[src/rtl/bist_pkg.sv]
// bist_pkg: shared types and constants for the March C- BIST controller.
package bist_pkg;
  typedef enum logic [2:0] {IDLE, INIT, WO, RD, WR, RO, FLUSH, DONE} state_e;
  typedef enum logic [1:0] {OP_WO, OP_RW, OP_RO} op_kind_e;
  localparam logic [2:0] E0 = 3'd0;
  localparam logic [2:0] E1 = 3'd1;
  localparam logic [2:0] E2 = 3'd2;
  localparam logic [2:0] E3 = 3'd3;
  localparam logic [2:0] E4 = 3'd4;
  localparam logic [2:0] E5 = 3'd5;
  localparam int NUM_ELEM = 6;
  localparam logic DIR_UP = 1'b1;
  localparam logic DIR_DN = 1'b0;
  localparam logic BG0 = 1'b0;
  localparam logic BG1 = 1'b1;
endpackage

[src/rtl/march_element_rom.sv]
// march_element_rom: per-element direction, op kind and data backgrounds for March C-.
module march_element_rom import bist_pkg::*; #(
  parameter int D_WIDTH = 8
) (
  input  logic [2:0]         elem_i,
  output logic               up_o,
  output op_kind_e           op_o,
  output logic [D_WIDTH-1:0] rexp_o,
  output logic [D_WIDTH-1:0] wdata_o
);
  always_comb begin
    up_o    = (elem_i == E3 || elem_i == E4) ? DIR_DN : DIR_UP;
    op_o    = (elem_i == E0) ? OP_WO : (elem_i == E5) ? OP_RO : OP_RW;
    rexp_o  = {D_WIDTH{(elem_i == E2 || elem_i == E4) ? BG1 : BG0}};
    wdata_o = {D_WIDTH{(elem_i == E1 || elem_i == E3) ? BG1 : BG0}};
  end
endmodule

[src/rtl/march_controller.sv]
// march_controller: March C- sequencer driving an external address counter, with a
// one-cycle registered compare stage and sticky first-failure status.
module march_controller import bist_pkg::*; #(
  parameter int A_WIDTH = 4,
  parameter int D_WIDTH = 8,
  parameter int ERR_W   = 8
) (
  input  logic               clk,
  input  logic               reset,
  input  logic               start,
  input  logic [A_WIDTH-1:0] ag_addr,
  output logic               ag_clr,
  output logic               ag_preset,
  output logic               ag_en,
  output logic               ag_up,
  output logic               mem_we,
  output logic               mem_re,
  output logic [D_WIDTH-1:0] mem_wdata,
  input  logic [D_WIDTH-1:0] mem_rdata,
  output logic               busy,
  output logic               done,
  output logic               fail,
  output logic [A_WIDTH-1:0] fail_addr,
  output logic [2:0]         fail_elem,
  output logic [ERR_W-1:0]   err_count
);
  state_e state_q, state_d;
  logic [2:0] elem_q, elem_d;
  logic dir_up, cap, terminal, go, miss;
  op_kind_e op;
  logic [D_WIDTH-1:0] rexp, wbg;
  logic pend_q;
  logic [D_WIDTH-1:0] exp_q;
  logic [A_WIDTH-1:0] addr_q, fail_addr_q;
  logic [2:0] pelem_q, fail_elem_q;
  logic fail_q;
  logic [ERR_W-1:0] err_q;

  march_element_rom #(.D_WIDTH(D_WIDTH)) u_rom (
    .elem_i  (elem_q),
    .up_o    (dir_up),
    .op_o    (op),
    .rexp_o  (rexp),
    .wdata_o (wbg)
  );

  assign terminal = dir_up ? &ag_addr : ~|ag_addr;
  assign busy     = state_q != IDLE && state_q != DONE;
  assign done     = state_q == DONE;
  assign go       = start && !busy;
  assign miss     = pend_q && mem_rdata != exp_q;

  always_comb begin
    state_d   = state_q;
    elem_d    = elem_q;
    ag_clr    = 1'b0;
    ag_preset = 1'b0;
    ag_en     = 1'b0;
    ag_up     = busy && dir_up;
    mem_we    = 1'b0;
    mem_re    = 1'b0;
    mem_wdata = '0;
    cap       = 1'b0;
    case (state_q)
      IDLE, DONE: begin
        state_d = go ? INIT : state_q;
        elem_d  = go ? E0 : elem_q;
      end
      INIT: begin
        ag_clr    = dir_up;
        ag_preset = !dir_up;
        state_d   = op == OP_WO ? WO : op == OP_RW ? RD : RO;
      end
      RD: begin
        mem_re  = 1'b1;
        cap     = 1'b1;
        state_d = WR;
      end
      WO, WR: begin
        mem_we    = 1'b1;
        mem_wdata = wbg;
        ag_en     = 1'b1;
        state_d   = !terminal ? (state_q == WR ? RD : WO) : INIT;
        elem_d    = terminal ? elem_q + 3'd1 : elem_q;
      end
      RO: begin
        mem_re  = 1'b1;
        ag_en   = 1'b1;
        cap     = 1'b1;
        state_d = terminal ? FLUSH : RO;
      end
      FLUSH: state_d = DONE;
      default: state_d = IDLE;
    endcase
  end

  always_ff @(posedge clk) begin
    if (reset) begin
      state_q     <= IDLE;
      elem_q      <= E0;
      pend_q      <= 1'b0;
      exp_q       <= '0;
      addr_q      <= '0;
      pelem_q     <= '0;
      fail_q      <= 1'b0;
      fail_addr_q <= '0;
      fail_elem_q <= '0;
      err_q       <= '0;
    end else begin
      state_q <= state_d;
      elem_q  <= elem_d;
      pend_q  <= cap;
      if (cap) begin
        exp_q   <= rexp;
        addr_q  <= ag_addr;
        pelem_q <= elem_q;
      end
      if (go) begin
        fail_q      <= 1'b0;
        fail_addr_q <= '0;
        fail_elem_q <= '0;
        err_q       <= '0;
      end else if (miss) begin
        err_q <= &err_q ? err_q : err_q + 1'b1;
        if (!fail_q) begin
          fail_q      <= 1'b1;
          fail_addr_q <= addr_q;
          fail_elem_q <= pelem_q;
        end
      end
    end
  end

  assign fail      = fail_q;
  assign fail_addr = fail_addr_q;
  assign fail_elem = fail_elem_q;
  assign err_count = err_q;
endmodule

[config.mk]
export PLATFORM = sky130hd
export DESIGN_NAME = march_controller
export DESIGN_NICKNAME = d
export VERILOG_FILES = /design/src/rtl/bist_pkg.sv /design/src/rtl/march_element_rom.sv /design/src/rtl/march_controller.sv
export SDC_FILE = /design/constraint.sdc
export NUM_CORES = 1
export LEC_CHECK = 0
export ABC_AREA = 1
export CORE_MARGIN = 2
export CORE_UTILIZATION = 50
export CTS_CLUSTER_SIZE = 25
export DETAILED_ROUTE_END_ITERATION = 8
export GPL_TIMING_DRIVEN = 0
export PLACE_DENSITY = 0.84
export SLEW_MARGIN = 30
export SYNTH_ARGS = -nofsm -noshare
export SYNTH_HDL_FRONTEND = slang
export SYNTH_HIERARCHICAL = 1
export SYNTH_SLANG_ARGS = --single-unit
[constraint.sdc]
create_clock -name clk -period 1.47 [get_ports clk]
set_input_delay 0.294 -clock clk [delete_from_list [all_inputs] [get_ports clk]]
set_output_delay 0.294 -clock clk [all_outputs]
set_load 0.02 [all_outputs]
==> qor.yml, run 1 <==
outcome:
  status: "finished, violations left"
  violations: "setup timing"
drt:
  ant_nets: 0
  drt-pass1-iter-count: 5
  num_vias: 2506
  drc: 0
  via_per_inst: 5.62
  drt-total-wl_mm: 7.14
  wl_per_cell_um: 16.0
  dr.first_iter.drc_count: 257
sta:
  timing.final.crit_share_pct: 118
  hold_slack_ps: 468
  setup_viol: 20
  finalCriticalPeriod_ps: 1740
  rsz0062_at_grt: "yes"
  hold_viol: 0
  fin_tns_setup_ps: -2980
  tightest_slew_ps: 436
  fin_skew_ps: 7.41
  max_freq_mhz: 576
  drv_slew: 0
  maxSlewHeadroom_pct: 70.9
  setup_ws_ps: -265
place:
  dp_hpwl_mm: 3.55
  gp_congestion: 0.863
  io_buffers: 46
  pre_cts_slack_ps: -613
logic_synthesis:
  syn-cell-area_um2: 2100
  synth_ff_type: "dfxtp_1"
  postSynth.asyncResetShare_pct: 0
  synthDistinctLibCells: 26
  synth_edf_count: 0
  avgSynthCellArea_um2: 6.68
  syn_inst: 315
  synth_nets: 332
  yosysWarnings: 6
  ys_ff_latch: 38
  synth_seq_area_share_pct: 36.1
layout:
  seqCellArea_um2: 788
  fillerInstances: 228
  mostFrequentLayoutCell: "nand2_1"
  finalNetCount: 412
  multi_input_area_um2: 1330
  syn_to_final_growth_pct: 61.4
  antenna_cells: 0
  layout_common_cells: "nand2_1, nor2_1, dfxtp_1, buf_6, buf_4"
  post-route-util_pct: 84.3
  final_layout_size_suffix_gt1_share_pct: 37.6
power:
  total_power_w: 0.00396
  p_leak_nw: 1.53
  p_per_area_nw_per_um2: 1170
  vdd_ir_drop_max_uv: 1070
job:
  drv_cap: 0
global_route:
  antenna_found_initial: 0
  grt.total_usage_pct: 25.5
  grt_pass1_wl_mm: 9.07
  grt_pass1_vias: 2044
  grt_start_max_net_pins: 14
  gr-total-overflow: 0
critical_path:
  path_max_fanout: 5
  worstPathCellList: "nor2_4 -> nand2_1 -> nand2_2 -> inv_2 -> buf_6 -> nand2_1 -> buf_6"
  worst_path_max_delay_cell: "dfxtp_4"
  cp_data_required_time_ps: 1180
  crit_path_end_kind: "output port"
  cp-start-kind: "flop"
  crit_family: "simple AND/OR/NAND/NOR gates"
  arrival_ps: 1440
  worst_path_largest_cell_delay_ps: 390
  path_buf_inv: 3
  critical_path_class: "reg2out"
die:
  die_x_um: 68.9
  rows: 23
  core_um2: 4030
  start_util_pct: 52.2
  die_height_um: 68.9
  dieArea_um2: 4740
  ioPinCount: 47
clock_network:
  cts_tree: "done"
  postCtsHoldBufs: 0
  cts_max_path_buffers: 2
  clk_pin_slew_ps: 80
  htree_levels: 2
  cts_inserted_buffers: 5
  insertion_delay_ps: 300
  cts_root_buf: "clkbuf_8"
  cts_sinks: 38
hold_path:
  hold_class: "reg2reg"
==> where the power goes <==
part           switching [W]  leakage, nW  total (W)  internal, W
Clock               0.000413       0.0683    0.00109     0.000680
Sequential          0.000103        0.313    0.00122      0.00111
Combinational       0.000892         1.15    0.00165     0.000755
Total                0.00141         1.53    0.00396      0.00255
==> per-layer routing <==
metal | share of wire, % | vias to the layer above | wire length [um] | track usage (%)
met2 | 49 | 154 | 3480 | 44.4
li1 | - | 1154 | - | -
met1 | 39 | 1159 | 2800 | 30.5
met5 | 0 | - | 0 | 0
met3 | 8.1 | 39 | 581 | 5.68
met4 | 4.0 | 0 | 282 | 10.0
==> state kept, by name, summed over array words and instances, names as in the netlist <==
signal and flops:
fail_addr 4, err_count 8, state_q 3, pelem_q 3
fail_elem 3, elem_q 3, fail 1, pend_q 1
addr_q 4, exp_q 8
==> cells in the mapped netlist (4+ instances only) <==
library cell | count | area [um^2]
dfxtp_1 | 38 | 761
inv_1 | 37 | 139
a21oi_1 | 20 | 100
xor2_1 | 4 | 35.0
nand2_1 | 70 | 263
nor2_1 | 49 | 184
nand4_1 | 16 | 100
nand3_1 | 14 | 70.1
o21ai_0 | 22 | 110
buf_4 | 17 | 128
==> kinds of logic after synthesis <==
kind of cell    synth area share (%)
fa+ha+maj                       1.19
simple gates                    33.0
flops                           36.1
compound gates                  12.1
buf+inv                         14.6
xor+xnor                        2.91
==> worst register-to-register path: cells and delay by family, from the launching register on <==
family | cells | cell delay [ps]
AND/OR/NAND/NOR | 6 | 580
flip-flops | 1 | 390
buffers and inverters | 4 | 390
AO/OA/AOI/OAI | 1 | 160
==> stage by stage <==
stage | area [um^2] | std cells
2_1_floorplan | 2130 | 315
3_3_place_gp | 2660 | 411
3_5_place_dp | 2660 | 411
4_1_cts | 3040 | 437
5_1_grt | 3400 | 446
6_report | 3400 | 446
==> worst paths after layout <==
kind                                    from      endpoint  slack [ps]  cells after the start
worst max register to register    state_q[0]     elem_q[1]        -150                     11
worst min-delay path            fail_addr[3]  fail_addr[3]         470                      2
worst min register to register  fail_addr[3]  fail_addr[3]         470                      2
worst max-delay path              state_q[0]         ag_en        -270                      7
==> what timing repair did <==
action,in CTS,in global routing
gates cloned,1,2
buffers inserted,17,7
setup endpoints to repair,53,44
endpoints found under the hold margin,0,0
pin swaps,9,18
gates resized for setup,156,75
==> final cells by class <==
| class | instances | share of cell area (%) |
|---|---|---|
| multi-input cells | 213 | 39.1 |
| flip-flops and latches | 38 | 23.2 |
| repair buffers | 73 | 20.4 |
| plain buffers | 23 | 6.08 |
| inverters | 41 | 5.34 |
| clock buffers | 5 | 2.03 |
| clock inverters | 3 | 2.03 |
| well taps | 50 | 1.84 |
(Power assumes the default switching activity.)
==> inputs of run 2 (changes only) <==
Settings changed: ABC_AREA 1 to 0, PLACE_DENSITY 0.84 to 0.85.
==> qor.yml, run 2 <==
die:
  rows: 23  # unchanged
  dieArea_um2: 4680  # -1.3%
  die_height_um: 68.4  # -0.68%
  core_um2: 4000  # -0.71%
  start_util_pct: 51.9  # -0.37 points
  die_x_um: 68.4  # -0.68%
  ioPinCount: 47  # unchanged
critical_path:
  rrSetupSlack_ps: -440  # -290 ps
  worst_path_largest_cell_delay_ps: 460  # +70 ps
  crit_path_end_kind: "flop"
  cp-start-kind: "flop"
  r2r_cells: 7  # -4
  path_max_fanout: 5  # unchanged
  worstPathCellList: "nor2b_4 -> mux2i_4 -> or2_4 -> o22a_4 -> a211oi_4 -> or3b_2 -> a21oi_1"
  critical_path_class: "reg2reg"
  rr_endpoint: "elem_q[1]"
  worst_path_max_delay_cell: "or3b_2"
  arrival_ps: 2110  # +670 ps
  r2r_start: "elem_q[2]"
  cp_data_required_time_ps: 1670  # +490 ps
drt:
  ant_nets: 0  # unchanged
  drt-total-wl_mm: 8.00  # +12%
  wl_per_cell_um: 20.1  # +26%
  dr.first_iter.drc_count: 143  # -44%
  via_per_inst: 5.93  # +5.6%
  drt-pass1-iter-count: 4  # -1
  drc: 0  # unchanged
  num_vias: 2355  # -6.0%
hold_path:
  hold_start: "ag_addr[0]"
  hold_class: "in2reg"
  holdPathEnd: "addr_q[0]"
  whs_path_depth: 3  # +1
layout:
  fin_cells: 397  # -11%
  layout_common_cells: "buf_4, nand2_1, buf_6, dlygate4sd2_1, a21oi_1"
  antenna_cells: 0  # unchanged
  post-route-util_pct: 88.0  # +3.7 points
  final_layout_size_suffix_gt1_share_pct: 51.0  # +13 points
  finalNetCount: 365  # -11%
  mostFrequentLayoutCell: "buf_4"
  syn_to_final_growth_pct: 69.7
logic_synthesis:
  synth_nets: 268  # -19%
  synthDistinctLibCells: 54  # +110%
  synth_seq_area_share_pct: 36.7  # +0.52 points
  yosysTopAreaCell: "dfxtp_1"
  avgSynthCellArea_um2: 8.26  # +24%
  synth_commonest_cells: "nand2_1, dfxtp_1, a21oi_1"
  synth_ff_type: "dfxtp_1"
  netlist.area_leader.share_pct: 36.7  # +0.52 points
  yosysMostFrequentCell: "nand2_1"
  ys_top_cells_by_area: "dfxtp_1, nand2_1, a21oi_1, buf_4, mux2i_1"
  synth_edf_count: 0  # unchanged
  yosysWarnings: 6  # unchanged
  ys_ff_latch: 38  # unchanged
  syn-cell-area_um2: 2070  # -1.4%
  postSynth.asyncResetShare_pct: 0  # unchanged
  syn_inst: 251  # -20%
sta:
  tightest_slew_ps: 645  # +209 ps
  setup_viol: 45  # +130%
  setup_ws_ps: -438  # -173 ps
  finalCriticalPeriod_ps: 1910  # +173 ps
  drv_slew: 0  # unchanged
  hold_slack_ps: 478  # +9.88 ps
  max_freq_mhz: 524  # -9.0%
  fin_skew_ps: 4.68  # -2.73 ps
  rsz0062_at_grt: "yes"
  maxSlewHeadroom_pct: 57.0  # -14 points
  timing.final.crit_share_pct: 130  # +12 points
  hold_viol: 0  # unchanged
global_route:
  antenna_found_initial: 0  # unchanged
  grt_pass1_wl_mm: 9.05  # -0.31%
  grt.total_usage_pct: 25.8  # +0.29 points
  grt_pass1_vias: 1990  # -2.6%
  grt_start_max_net_pins: 17  # +3
  gr-total-overflow: 0  # unchanged
job:
  drv_cap: 0  # unchanged
clock_network:
  postCtsHoldBufs: 0  # unchanged
  htree_levels: 2  # unchanged
  cts_root_buf: "clkbuf_8"
  cts_max_path_buffers: 2  # unchanged
  cts_sinks: 38  # unchanged
  cts_inserted_buffers: 5  # unchanged
  cts_tree: "done"
  clk_pin_slew_ps: 70  # about the same
  insertion_delay_ps: 290  # about the same
power:
  vdd_ir_drop_max_uv: 650  # -39%
  p_leak_nw: 1.46  # -4.4%
  p_per_area_nw_per_um2: 669  # -43%
place:
  placed_cells: 347  # -16%
  io_buffers: 46  # unchanged
  gp_congestion: 0.820  # -5.1%
  dp_hpwl_mm: 3.48  # -1.9%
outcome:
  violations: "setup timing"
  status: "finished, violations left"
[run 2: layer usage]
| layer | GRT usage (%) | share of wire (%) |
|---|---|---|
| met1 | 29.8 | 37 |
| met2 | 46.3 | 52 |
| met3 | 5.43 | 7.3 |
| met4 | 9.50 | 3.4 |
| met5 | 0 | 0 |
[run 2: cell families (layout without fill, tap and decap cells)]
kind of cell / after synthesis / in the layout / share of synthesized area, %
XOR/XNOR: 9 / 9 / 3.80
buffers and inverters: 31 / 127 / 8.62
AO/OA/AOI/OAI: 50 / 50 / 17.1
AND/OR/NAND/NOR: 110 / 110 / 27.3
multiplexers: 10 / 10 / 4.83
flip-flops: 38 / 38 / 36.7
adder cells (fa/ha/maj): 3 / 3 / 1.69
[run 2: cell type report]
type / instances / area (um^2)
Buffer: 22 / 194
Clock buffer: 6 / 82.6
Fill cell: 167 / 480
Inverter: 8 / 47.5
Multi-Input combinational cell: 182 / 1470
Sequential cell: 38 / 801
Tap cell: 50 / 62.6
Timing Repair Buffer: 91 / 867
[run 2: how the worst max path moves through the flow]
stage | startpoint | to | slack [ps] | cells after the start
after floorplan | elem_q[0] | elem_q[2] | -280 | 7
after global placement | state_q[2] | mem_re | -680 | 7
after detailed placement | state_q[2] | mem_re | -680 | 7
after CTS | state_q[2] | mem_wdata[4] | -350 | 6
after global routing | elem_q[2] | elem_q[1] | -510 | 7
final | elem_q[2] | elem_q[1] | -440 | 7
[run 2: power by group]
part | leakage (nW) | total [W] | internal, W | switching (W)
clock network | 0.0431 | 0.000717 | 0.000362 | 0.000356
registers | 0.318 | 0.00105 | 0.00103 | 0.0000125
logic | 1.10 | 0.000593 | 0.000298 | 0.000295
[run 2: timing repair]
action / 4_1_cts / 5_1_grt
setup endpoints to repair: 63 / 46
buffers inserted: 21 / 27
gates cloned: 0 / 1
gates resized for setup: 156 / 68
endpoints found under the hold margin: 0 / 0
pin swaps: 31 / 26
[run 2: worst max-delay path, delay by kind of cell, from the launching register on]
kind,cells,cell delay (ps)
AND/OR/NAND/NOR,3,790
AO/OA/AOI/OAI,3,410
flip-flops,1,370
multiplexers,1,240
[run 2: per-stage QoR]
step	setup TNS (ps)	power, W	instance area [um^2]	worst slack, ps
global placement	-19170	0.00139	2690	-675
floorplan	-1170	0.00127	2160	-284
CTS	-5860	0.00214	3110	-350
detailed placement	-19910	0.00140	2690	-681
finish	-7580	0.00236	3520	-438
global route	-9160	0.00241	3520	-511
